==> src/rtl/rvecc_scrubber.sv <==
// rvecc_scrubber: background SEC-DED scrubber for a 39-bit codeword memory.
// Walks addresses 0..DEPTH-1, reads each codeword, writes back corrected
// single-bit errors and counts/logs uncorrectable (double) errors.
// Ports:
//   clk, rst                 clock, async active-high reset
//   start, continuous, clear pass control and counter clear
//   mem_req/we/addr/wdata    request side towards the memory arbiter
//   mem_gnt/rvalid/rdata     grant and read response from the memory
//   fn_wr_valid/fn_wr_addr   snoop of functional-port writes
//   busy, done               pass status
//   sec_count, ded_count     saturating error counters
//   ded_valid, ded_addr      sticky first-DED log
module rvecc_scrubber #(
    parameter int unsigned DEPTH    = 1024,
    parameter int unsigned ADDR_W   = 10,
    parameter int unsigned INTERVAL = 256
) (
    input  logic              clk,
    input  logic              rst,
    input  logic              start,
    input  logic              continuous,
    input  logic              clear,
    output logic              mem_req,
    output logic              mem_we,
    output logic [ADDR_W-1:0] mem_addr,
    output logic [38:0]       mem_wdata,
    input  logic              mem_gnt,
    input  logic              mem_rvalid,
    input  logic [38:0]       mem_rdata,
    input  logic              fn_wr_valid,
    input  logic [ADDR_W-1:0] fn_wr_addr,
    output logic              busy,
    output logic              done,
    output logic [15:0]       sec_count,
    output logic [15:0]       ded_count,
    output logic              ded_valid,
    output logic [ADDR_W-1:0] ded_addr
);
    localparam int unsigned       CNT_W     = (INTERVAL > 1) ? $clog2(INTERVAL) : 1;
    localparam logic [CNT_W-1:0]  CNT_LAST  = CNT_W'(INTERVAL - 1);
    localparam logic [ADDR_W-1:0] ADDR_LAST = ADDR_W'(DEPTH - 1);

    typedef enum logic [2:0] {StIdle, StWait, StRead, StResp, StCheck, StWrite, StNext} state_e;

    // Codeword position of data bit k: positions 1..38 minus powers of two.
    function automatic logic [5:0] data_pos(input int k);
        if (k < 1)       return 6'(k + 3);
        else if (k < 4)  return 6'(k + 4);
        else if (k < 11) return 6'(k + 5);
        else if (k < 26) return 6'(k + 6);
        else             return 6'(k + 7);
    endfunction

    // XOR of the positions of all set data bits == check bits ecc[5:0].
    function automatic logic [5:0] calc_syn(input logic [31:0] d);
        logic [5:0] s;
        s = '0;
        for (int k = 0; k < 32; k++) begin
            s = s ^ (d[k] ? data_pos(k) : 6'd0);
        end
        return s;
    endfunction

    function automatic logic [38:0] encode(input logic [31:0] d);
        logic [5:0] s;
        s = calc_syn(d);
        return {^{s, d}, s, d};
    endfunction

    state_e            state_q, state_d;
    logic [ADDR_W-1:0] cursor_q, cursor_d;
    logic [CNT_W-1:0]  wait_q, wait_d;
    logic [38:0]       rdata_q, rdata_d;
    logic              stale_q, stale_d;
    logic [15:0]       sec_q, sec_d, ded_q, ded_d;
    logic              ded_valid_q, ded_valid_d;
    logic [ADDR_W-1:0] ded_addr_q, ded_addr_d;
    logic              busy_q, busy_d, done_q, done_d;
    logic              req_q, req_d, we_q, we_d;
    logic [ADDR_W-1:0] addr_q, addr_d;
    logic [38:0]       wdata_q, wdata_d;

    logic [5:0]  syndrome;
    logic        parity_err, err_single, err_double;
    logic [31:0] data_fix;
    logic        snoop_hit;

    always_comb begin
        syndrome   = calc_syn(rdata_q[31:0]) ^ rdata_q[37:32];
        parity_err = ^rdata_q;
        data_fix   = rdata_q[31:0];
        for (int k = 0; k < 32; k++) begin
            if (data_pos(k) == syndrome) data_fix[k] = ~data_fix[k];
        end
        // Odd parity with a syndrome outside the code is treated as uncorrectable.
        err_single = parity_err && (syndrome <= 6'd38);
        err_double = !err_single && (parity_err || (syndrome != 6'd0));
    end

    // Window runs from the read grant up to (not including) the write grant.
    assign snoop_hit = fn_wr_valid && (fn_wr_addr == cursor_q) &&
                       ((state_q == StRead && mem_gnt) || state_q == StResp ||
                        state_q == StCheck || (state_q == StWrite && !mem_gnt));

    always_comb begin
        state_d     = state_q;
        cursor_d    = cursor_q;
        wait_d      = wait_q;
        rdata_d     = rdata_q;
        stale_d     = stale_q | snoop_hit;
        sec_d       = sec_q;
        ded_d       = ded_q;
        ded_valid_d = ded_valid_q;
        ded_addr_d  = ded_addr_q;
        done_d      = 1'b0;
        addr_d      = addr_q;
        wdata_d     = wdata_q;

        unique case (state_q)
            StIdle: begin
                if (start) begin
                    state_d = StWait;
                    wait_d  = '0;
                end
            end
            StWait: begin
                if (wait_q == CNT_LAST) begin
                    state_d = StRead;
                    addr_d  = cursor_q;
                end else begin
                    wait_d = wait_q + 1'b1;
                end
            end
            StRead: begin
                if (mem_gnt) state_d = StResp;
            end
            StResp: begin
                if (mem_rvalid) begin
                    rdata_d = mem_rdata;
                    state_d = StCheck;
                end
            end
            StCheck: begin
                state_d = StNext;
                if (err_single) begin
                    if (sec_q != 16'hFFFF) sec_d = sec_q + 16'd1;
                    if (!(stale_q || snoop_hit)) begin
                        state_d = StWrite;
                        wdata_d = encode(data_fix);
                        addr_d  = cursor_q;
                    end
                end else if (err_double) begin
                    if (ded_q != 16'hFFFF) ded_d = ded_q + 16'd1;
                    if (!ded_valid_q) begin
                        ded_valid_d = 1'b1;
                        ded_addr_d  = cursor_q;
                    end
                end
            end
            StWrite: begin
                if (mem_gnt || stale_q || snoop_hit) state_d = StNext;
            end
            StNext: begin
                stale_d = 1'b0;
                wait_d  = '0;
                if (cursor_q == ADDR_LAST) begin
                    done_d   = 1'b1;
                    cursor_d = '0;
                    state_d  = continuous ? StWait : StIdle;
                end else begin
                    cursor_d = cursor_q + 1'b1;
                    state_d  = StWait;
                end
            end
            default: state_d = StIdle;
        endcase

        if (clear) begin
            sec_d       = '0;
            ded_d       = '0;
            ded_valid_d = 1'b0;
            ded_addr_d  = '0;
        end

        req_d  = (state_d == StRead) || (state_d == StWrite);
        we_d   = (state_d == StWrite);
        busy_d = (state_d != StIdle);
    end

    always_ff @(posedge clk or posedge rst) begin
        if (rst) begin
            state_q     <= StIdle;
            cursor_q    <= '0;
            wait_q      <= '0;
            rdata_q     <= '0;
            stale_q     <= 1'b0;
            sec_q       <= '0;
            ded_q       <= '0;
            ded_valid_q <= 1'b0;
            ded_addr_q  <= '0;
            busy_q      <= 1'b0;
            done_q      <= 1'b0;
            req_q       <= 1'b0;
            we_q        <= 1'b0;
            addr_q      <= '0;
            wdata_q     <= '0;
        end else begin
            state_q     <= state_d;
            cursor_q    <= cursor_d;
            wait_q      <= wait_d;
            rdata_q     <= rdata_d;
            stale_q     <= stale_d;
            sec_q       <= sec_d;
            ded_q       <= ded_d;
            ded_valid_q <= ded_valid_d;
            ded_addr_q  <= ded_addr_d;
            busy_q      <= busy_d;
            done_q      <= done_d;
            req_q       <= req_d;
            we_q        <= we_d;
            addr_q      <= addr_d;
            wdata_q     <= wdata_d;
        end
    end

    assign mem_req   = req_q;
    assign mem_we    = we_q;
    assign mem_addr  = addr_q;
    assign mem_wdata = wdata_q;
    assign busy      = busy_q;
    assign done      = done_q;
    assign sec_count = sec_q;
    assign ded_count = ded_q;
    assign ded_valid = ded_valid_q;
    assign ded_addr  = ded_addr_q;

endmodule

==> config.mk <==
export PLATFORM = sky130hd
export DESIGN_NAME = rvecc_scrubber
export DESIGN_NICKNAME = d
export VERILOG_FILES = /design/src/rtl/rvecc_scrubber.sv
export SDC_FILE = /design/constraint.sdc
export NUM_CORES = 1
export LEC_CHECK = 0
export CAP_MARGIN = 10
export CELL_PAD_IN_SITES_DETAIL_PLACEMENT = 1
export CELL_PAD_IN_SITES_GLOBAL_PLACEMENT = 2
export CORE_UTILIZATION = 31
export DETAILED_ROUTE_END_ITERATION = 8
export PLACE_DENSITY = 0.73
export SYNTH_ARGS = -nofsm -noshare
export SYNTH_HDL_FRONTEND = slang
export SYNTH_SLANG_ARGS = --single-unit
==> constraint.sdc <==
create_clock -name clk -period 6.1 [get_ports clk]
set_clock_uncertainty 0.05 [all_clocks]
set_input_delay 1.83 -clock clk [delete_from_list [all_inputs] [get_ports clk]]
set_output_delay 1.83 -clock clk [all_outputs]
set_load 0.05 [all_outputs]
==> reports/results.txt, run 1 <==
Core Util, Final = 41.3%
Final ANT Viol Nets = 0
final wirelength = 23000 um
average cell area after synthesis = 10.8 um2
Num CTS Buffers = 17
Antenna Cells = 0
reg2reg setup slack = 1.57 ns
die span in x = 169 um
Worst Hold Launch = mem_wdata[32]
register bit total from synthesis = 157
crit start category = register
RSZ-0062 raised after global routing = false
Site Rows = 60
Worst Max-Slew Pin Slew = 0.816 ns
Worst EP arrival = 4.80 ns
syn nets = 862
remaining global-route overflow = 0
Yosys top cell area share = 45.6%
Die Footprint = 0.0285 mm2
FILL cells = 2986
CTS tree = yes
hold_buf cts = 0
CP max stage delay = 1.00 ns
worst slack, placed = 1.45 ns
fin crit period = 4.53 ns
Distinct cells, synth = 55
GRT Total Usage = 17.0%
Slew Limit Headroom = 45.1%
Cell Chain, Critical Path = xnor2_1 -> xnor3_2 -> xnor2_2 -> xnor2_2 -> o311ai_4 -> a21o_2 -> or4_2 -> o31ai_4 -> mux2_2
Final Cell Area = 0.0112 mm2
Vias/cell = 4.66
final setup vio count = 0
Main synth FF type = dfrtp_1
cts repair resizes = 0
max_cap viols = 0
hold crit path type = reg -> reg
Synth async-reset ratio = 100%
routed vias = 6224
Crit Path Class = reg -> reg
H-tree Lvls = 4
placed cell area = 0.0106 mm2
Yosys warnings = 0
Starting Density = 31.8%
Max Freq = 0.221 GHz
hold path cells = 2
cell taking the most area after synthesis = dfrtp_1
CTS clk-pin slew, worst paths = 0.07 ns
first-pass GRT wire length = 37300 um
Worst-Skew Late Latency = 0.43 ns
area delta synth->final = 29.8%
CP Data Required Time = 6.37 ns
Final period util = 74.3%
setup ws final = 1.57 ns
fin nets = 1012
Pins Over Slew Limit = 0
fraction of layout cells with a size suffix above 1 = 12.9%
drt wl/cell = 17.2 um
port buffer count = 152
Clock Tree Buf Depth = 2
pin count of the biggest net entering global routing = 58
1st-pass router iterations = 4
R2R Path Start = rdata_q[10]
Fin Setup TNS = 0 ns
CP max-delay cell = or4_2
crit path max fanout = 36
CTS root buf = clkbuf_16
drt drc = 0
part of the Yosys area used for sequential elements = 45.6%
Critical Path Most Common Cell = xnor2_2
Detailed Place HPWL = 17100 um
number of enable flip-flop cells after synthesis = 0
vias in the first global route = 6463
status = finished clean
Post-Syn Instances = 801
Area contributors post-synth = dfrtp_1 (46%), xnor2_1 (10%), mux2_2 (6.4%)
worst r2r path cells = 9
clk sinks = 157
Synth Cell Area = 0.00862 mm2
core footprint = 0.0271 mm2
hold endpoint = mem_wdata[32]
DR iter-0 viols = 215
Chip Height = 169 um
Crit. End Element = register
Setup Buffers After CTS = 0
GP Congestion = 0.790
antenna violations before repair = 0
worst reg2reg endpoint = mem_addr[1]
I/O pins = 153
Hold Vio Cnt, Final = 0
[worst max-delay path: cells and delay by family (launching register included)]
kind | cells | cell delay [ns]
AOI/OAI and AO/OA | 3 | 0.79
and+or+nand+nor | 1 | 1.00
DFF | 1 | 0.46
xor gates and xnor gates | 4 | 1.71
muxes | 1 | 0.40
[Yosys cell counts, types with 5 or more instances]
master / instances
dfrtp_1: 157
xnor2_1: 98
nand2_1: 92
nor2_1: 81
o21ai_0: 57
mux2_2: 49
xor2_1: 49
nand3_1: 26
clkbuf_1: 19
a21oi_1: 16
mux2i_1: 13
and3_1: 12
nand4_1: 12
or3_1: 11
nor3_1: 9
xnor2_2: 9
inv_1: 8
buf_1: 7
xnor3_1: 7
o211ai_1: 5
xnor3_2: 5
[kinds of logic (layout without fill, tap and decap cells)]
logic type,after synthesis,in the layout,share of synthesized area [%]
and+or+nand+nor,265,265,14.2
xor gates and xnor gates,180,180,23.1
DFF,157,157,45.6
AOI/OAI and AO/OA,95,95,6.78
muxes,62,62,7.91
buffers and inverters,38,201,1.79
adders and majority gates,4,4,0.581
[cell usage in the layout, fill, tap and decap left out, types with 13 or more instances in the layout]
master,netlist,routed
o21ai_0,57,57
xnor2_1,98,98
nand2_1,92,92
nand3_1,26,25
clkbuf_16,0,17
mux2_2,49,49
clkdlybuf4s50_1,0,152
mux2i_1,13,13
dfrtp_1,157,157
nor2_1,81,81
a21oi_1,16,16
xor2_1,49,49
[metal layers]
metal / global-route usage (%) / routed length (um)
met4: 4.11 / 240
met2: 27.8 / 11100
met5: 0 / 0
met3: 4.54 / 1200
met1: 22.2 / 10500
[flip-flops by register name (all words and copies together), names as in the netlist, 3 cells and up]
register	count
cursor_q	10
mem_wdata	39
sec_count	16
wait_q	8
mem_addr	10
ded_addr	10
ded_count	16
state_q	3
rdata_q	39
[how the worst max path moves through the flow]
stage | start | end | slack, ns | cells past startpoint
finish | rdata_q[10] | mem_addr[1] | 1.57 | 9
CTS | rdata_q[10] | mem_addr[4] | 1.45 | 9
detailed placement | fn_wr_addr[6] | mem_addr[4] | 1.45 | 7
global route | rdata_q[23] | mem_addr[9] | 1.36 | 9
global placement | rdata_q[10] | mem_addr[3] | 1.50 | 9
floorplan | rst | busy | 2.23 | 1
[stage by stage]
step	std cells	hold slack, ns
after floorplan	801	0.424
after global placement	1304	0.413
after detailed placement	1304	0.423
after CTS	1336	0.440
after global routing	1336	0.467
final	1336	0.433
[area by class of cell]
| class | count | area, um2 | area share [%] |
|---|---|---|---|
| repair buffers | 161 | 1590 | 14.2 |
| well taps | 372 | 465 | 4.16 |
| flip-flops and latches | 157 | 3930 | 35.1 |
| clock buffers | 18 | 429 | 3.84 |
| multi-input cells | 606 | 4540 | 40.6 |
| inverters | 8 | 33.8 | 0.302 |
| clock inverters | 14 | 195 | 1.75 |
Power of run 1 is left out: the tool's default activity adds up to more than one toggle a clock period on the data nets, which glitch-free logic cannot reach.
==> run 2: changes to the inputs <==
Settings changed: CORE_UTILIZATION 31 to 34, PLACE_DENSITY 0.73 to 0.76.
Clock period 6.1 ns to 4.73 ns, I/O delays scaled along.
==> run 2 against run 1 <==
Clock-buffer cell count decreased by 1. Critical path depth increased by 1. Wire length decreased by 1.8%. Highest routed layer unchanged. Die area decreased by 8.7%. Sequential cell count unchanged.
==> reports/results.txt, run 2 (same netlist as run 1, synthesis figures left out) <==
Slew Limit Headroom = 45.0% (-0.078 points)
CTS tree = yes
drt wl/cell = 17.5 um (+1.4%)
routed vias = 6188 (-0.58%)
final wirelength = 22600 um (-1.8%)
GP Congestion = 0.821 (+4.0%)
Critical Path Most Common Cell = xnor2_2
Starting Density = 35.0% (+3.2 points)
hold crit path type = reg -> reg
hold_buf cts = 0 (unchanged)
CP max-delay cell = or4_2
Antenna Cells = 0 (unchanged)
vias in the first global route = 6530 (+1.0%)
Detailed Place HPWL = 16700 um (-2.1%)
Num CTS Buffers = 17 (unchanged)
crit start category = register
Hold Vio Cnt, Final = 0 (unchanged)
clk sinks = 157 (unchanged)
Pins Over Slew Limit = 0 (unchanged)
Clock Tree Buf Depth = 2 (unchanged)
antenna violations before repair = 0 (unchanged)
CP top delay family = XOR/XNOR gates
H-tree Lvls = 4 (unchanged)
Die Footprint = 0.0260 mm2 (-8.7%)
Final period util = 88.3% (+14 points)
final setup vio count = 0 (unchanged)
CTS root buf = clkbuf_16
DR iter-0 viols = 313 (+46%)
max_cap viols = 0 (unchanged)
Final ANT Viol Nets = 0 (unchanged)
commonest non-fill, non-tap cell in the layout = dfrtp_1
cts repair resizes = 0 (unchanged)
crit path max fanout = 78 (+120%)
fin crit period = 4.18 ns (-0.357 ns)
Cell Chain, Critical Path = xnor2_1 -> xnor3_2 -> xnor2_2 -> xnor2_2 -> o311ai_4 -> a21o_2 -> or4_2 -> buf_4 -> nand2_1 -> o21ai_0
Site Rows = 57 (-5.0%)
Worst-Skew Late Latency = 0.44 ns (about the same)
fraction of layout cells with a size suffix above 1 = 13.5% (+0.64 points)
crit path buf inv count = 1 (+1)
remaining global-route overflow = 0 (unchanged)
area delta synth->final = 29.6%
Core Util, Final = 45.4% (+4.1 points)
first-pass GRT wire length = 36300 um (-2.8%)
Crit. End Element = register
pin count of the biggest net entering global routing = 79 (+36%)
CP max stage delay = 0.68 ns (-0.32 ns)
FILL cells = 2683 (-10%)
fin nets = 1018 (+0.59%)
Setup Buffers After CTS = 0 (unchanged)
most frequent cells in the layout = dfrtp_1 (157), clkdlybuf4s50_1 (152), xnor2_1 (98), nand2_1 (92), nor2_1 (81)
core footprint = 0.0246 mm2 (-9.2%)
port buffer count = 152 (unchanged)
Vias/cell = 4.78 (+2.6%)
status = finished clean
Crit Path Class = reg -> reg
Chip Height = 161 um (-4.5%)
RSZ-0062 raised after global routing = false
CTS clk-pin slew, worst paths = 0.06 ns (about the same)
Worst EP arrival = 4.40 ns (-0.40 ns)
drt drc = 0 (unchanged)
Worst Max-Slew Pin Slew = 0.817 ns (+0.00116 ns)
I/O pins = 153 (unchanged)
die span in x = 161 um (-4.5%)
CP Data Required Time = 4.95 ns (-1.42 ns)
GRT Total Usage = 18.2% (+1.2 points)
Max Freq = 0.239 GHz (+8.6%)
1st-pass router iterations = 4 (unchanged)
Fin Setup TNS = 0 ns (unchanged)
[run 2: final timing paths]
| kind | cells after the start | startpoint | slack [ns] | to |
|---|---|---|---|---|
| setup / recovery | 10 | rdata_q[10] | 0.55 | mem_wdata[31] |
| hold / removal | 2 | mem_wdata[0] | 0.43 | mem_wdata[0] |
| setup reg to reg | 10 | rdata_q[10] | 0.55 | mem_wdata[31] |
| hold reg to reg | 2 | mem_wdata[0] | 0.43 | mem_wdata[0] |
| max in group asynchronous | 4 | rst | 2.24 | mem_wdata[27] |
| min in group asynchronous | 2 | rst | 1.42 | sec_count[5] |
[run 2: metrics by stage]
step           setup slack, ns  hold WS [ns]  instance area [um2]  cells
6_report                 0.554         0.426                11200   1294
5_1_grt                  0.309         0.451                11200   1294
4_1_cts                  0.545         0.436                11200   1294
3_5_place_dp             0.578         0.420                10600   1262
3_3_place_gp             0.649         0.414                10600   1262
2_1_floorplan             1.16         0.424                 8620    801
[run 2: layer usage]
metal | wire length, um | GRT usage, % | share of wire, % | vias up
met4 | 282 | 5.02 | 1.2 | 0
met5 | 0 | 0 | 0 | -
met3 | 1190 | 4.75 | 5.3 | 18
met2 | 10700 | 29.7 | 47 | 126
met1 | 10400 | 23.7 | 46 | 3021
li1 | - | - | - | 3023
[run 2: worst register-to-register path: cells and delay by family (launching register included)]
kind	cells	cell delay (ns)
XOR/XNOR	4	1.73
AND/OR/NAND/NOR	2	0.88
AO/OA/AOI/OAI	3	0.56
flip-flops	1	0.46
buffers and inverters	1	0.37
[run 2: layout make-up]
type | instances | area, um2 | area share, %
multi-input combinational | 606 | 4540 | 40.7
sequential | 157 | 3930 | 35.2
timing repair buffer | 167 | 1660 | 14.9
clock buffer | 17 | 425 | 3.81
tap | 324 | 405 | 3.63
clock inverter | 15 | 174 | 1.56
inverter | 8 | 33.8 | 0.303
Power of run 2 is left out for the same reason.
==> run 3: changes to the inputs <==
Settings changed: GPL_TIMING_DRIVEN set to 0, SKIP_CTS_REPAIR_TIMING set to 1, SLEW_MARGIN set to 25.
==> run 3 against run 2 <==
Via count increased by 2.7%. Final area up 0.85%. Wire length rose by 5.3%. Critical path type unchanged.
==> reports/results.txt, run 3 (same netlist as run 1, synthesis figures left out) <==
first-pass GRT wire length = 39000 um (+7.4%)
crit path max fanout = 10 (-87%)
Core Util, Final = 45.8% (+0.39 points)
GRT Total Usage = 19.5% (+1.4 points)
GP Congestion = 0.832 (+1.3%)
CTS clk-pin slew, worst paths = 0.07 ns (about the same)
fin nets = 1038 (+2.0%)
DR iter-0 viols = 301 (-3.8%)
port buffer count = 151 (-0.66%)
Pins Over Slew Limit = 0 (unchanged)
CP Data Required Time = 4.97 ns (+0.02 ns)
crit start category = register
crit path buf inv count = 3 (+2)
drt drc = 0 (unchanged)
commonest non-fill, non-tap cell in the layout = dfrtp_1
CTS tree = yes
CTS root buf = clkbuf_16
antenna violations before repair = 1 (+1)
Worst-Skew Late Latency = 0.44 ns (about the same)
I/O pins = 153 (unchanged)
Site Rows = 57 (unchanged)
Max Freq = 0.229 GHz (-4.4%)
Starting Density = 35.0% (unchanged)
vias in the first global route = 6925 (+6.0%)
Die Footprint = 0.0260 mm2 (unchanged)
die span in x = 161 um (unchanged)
most frequent cells in the layout = dfrtp_1 (157), clkdlybuf4s50_1 (151), xnor2_1 (98), nand2_1 (92), nor2_1 (81)
drt wl/cell = 18.1 um (+3.6%)
status = finished clean
clk sinks = 157 (unchanged)
CP top delay family = XOR/XNOR gates
hold crit path type = reg -> reg
Cell Chain, Critical Path = xnor2_1 -> xnor3_2 -> xnor2_2 -> xnor2_2 -> o311ai_4 -> a21o_2 -> or4_1 -> buf_2 -> clkbuf_1 -> clkbuf_1 -> nand2_1 -> o21ai_0
max_cap viols = 0 (unchanged)
Detailed Place HPWL = 18100 um (+8.2%)
Slew Limit Headroom = 47.0% (+2.0 points)
RSZ-0062 raised after global routing = false
CP max stage delay = 0.58 ns (-0.10 ns)
Crit Path Class = reg -> reg
Fin Setup TNS = 0 ns (unchanged)
fin crit period = 4.37 ns (+0.192 ns)
remaining global-route overflow = 0 (unchanged)
final setup vio count = 0 (unchanged)
Vias/cell = 4.83 (+1.1%)
CP max-delay cell = xnor3_2
1st-pass router iterations = 4 (unchanged)
final wirelength = 23800 um (+5.3%)
core footprint = 0.0246 mm2 (unchanged)
Crit. End Element = register
Clock Tree Buf Depth = 2 (unchanged)
routed vias = 6357 (+2.7%)
Hold Vio Cnt, Final = 0 (unchanged)
fraction of layout cells with a size suffix above 1 = 12.5% (-0.98 points)
Final ANT Viol Nets = 0 (unchanged)
Worst Max-Slew Pin Slew = 0.787 ns (-0.0298 ns)
Final period util = 92.4% (+4.1 points)
pin count of the biggest net entering global routing = 32 (-59%)
Worst EP arrival = 4.60 ns (+0.20 ns)
H-tree Lvls = 4 (unchanged)
Chip Height = 161 um (unchanged)
Num CTS Buffers = 17 (unchanged)
area delta synth->final = 30.7%
==> run 3: cell types whose count changed in the layout (fill, tap and decap cells not counted), sizes merged <==
cell,change
buf,+1
bufinv,-1
clkbuf,+20
clkdlybuf4s50,-1
diode,+1
inv,+1
==> run 3: layout make-up <==
class	count	area [um2]
sequential	157	3930
clock inverter	15	169
inverter	8	33.8
clock buffer	17	425
multi-input combinational	606	4530
tap	324	405
fill	2701	13300
antenna	1	2.50
buffer	30	124
timing repair buffer	157	1640
==> run 3: through the flow <==
stage / instances / instance area, um2 / hold WS, ns / setup WS [ns]
2_1_floorplan: 801 / 8620 / 0.424 / 1.16
3_3_place_gp: 1276 / 10500 / 0.414 / -0.253
3_5_place_dp: 1282 / 10700 / 0.422 / 0.205
4_1_cts: 1314 / 11300 / 0.438 / 0.317
5_1_grt: 1314 / 11300 / 0.450 / 0.0409
6_report: 1315 / 11300 / 0.428 / 0.362
==> run 3: worst register-to-register path: cells and delay by family (launching register included) <==
kind            cells  cell delay, ns
compound gates      3            0.60
xor+xnor            4            1.70
buf+inv             3            0.79
flops               1            0.47
simple gates        2            0.62
==> run 3: path summary, 6_finish.rpt <==
check	from	endpoint	slack (ns)	depth (start not counted)
hold / removal	mem_wdata[0]	mem_wdata[0]	0.43	2
max in group asynchronous	rst	cursor_q[8]	2.51	5
setup reg to reg	rdata_q[10]	mem_wdata[19]	0.36	12
hold reg to reg	mem_wdata[0]	mem_wdata[0]	0.43	2
min in group asynchronous	rst	rdata_q[1]	1.24	2
setup / recovery	rdata_q[10]	mem_wdata[19]	0.36	12
==> run 3: routing by layer <==
layer | GRT usage [%] | vias to the layer above | wire, um
met5 | 0 | - | 0
met4 | 5.10 | 0 | 356
met3 | 5.39 | 22 | 1280
met2 | 31.9 | 127 | 11400
met1 | 25.4 | 3141 | 10700
li1 | - | 3067 | -
Power of run 3 is left out for the same reason.
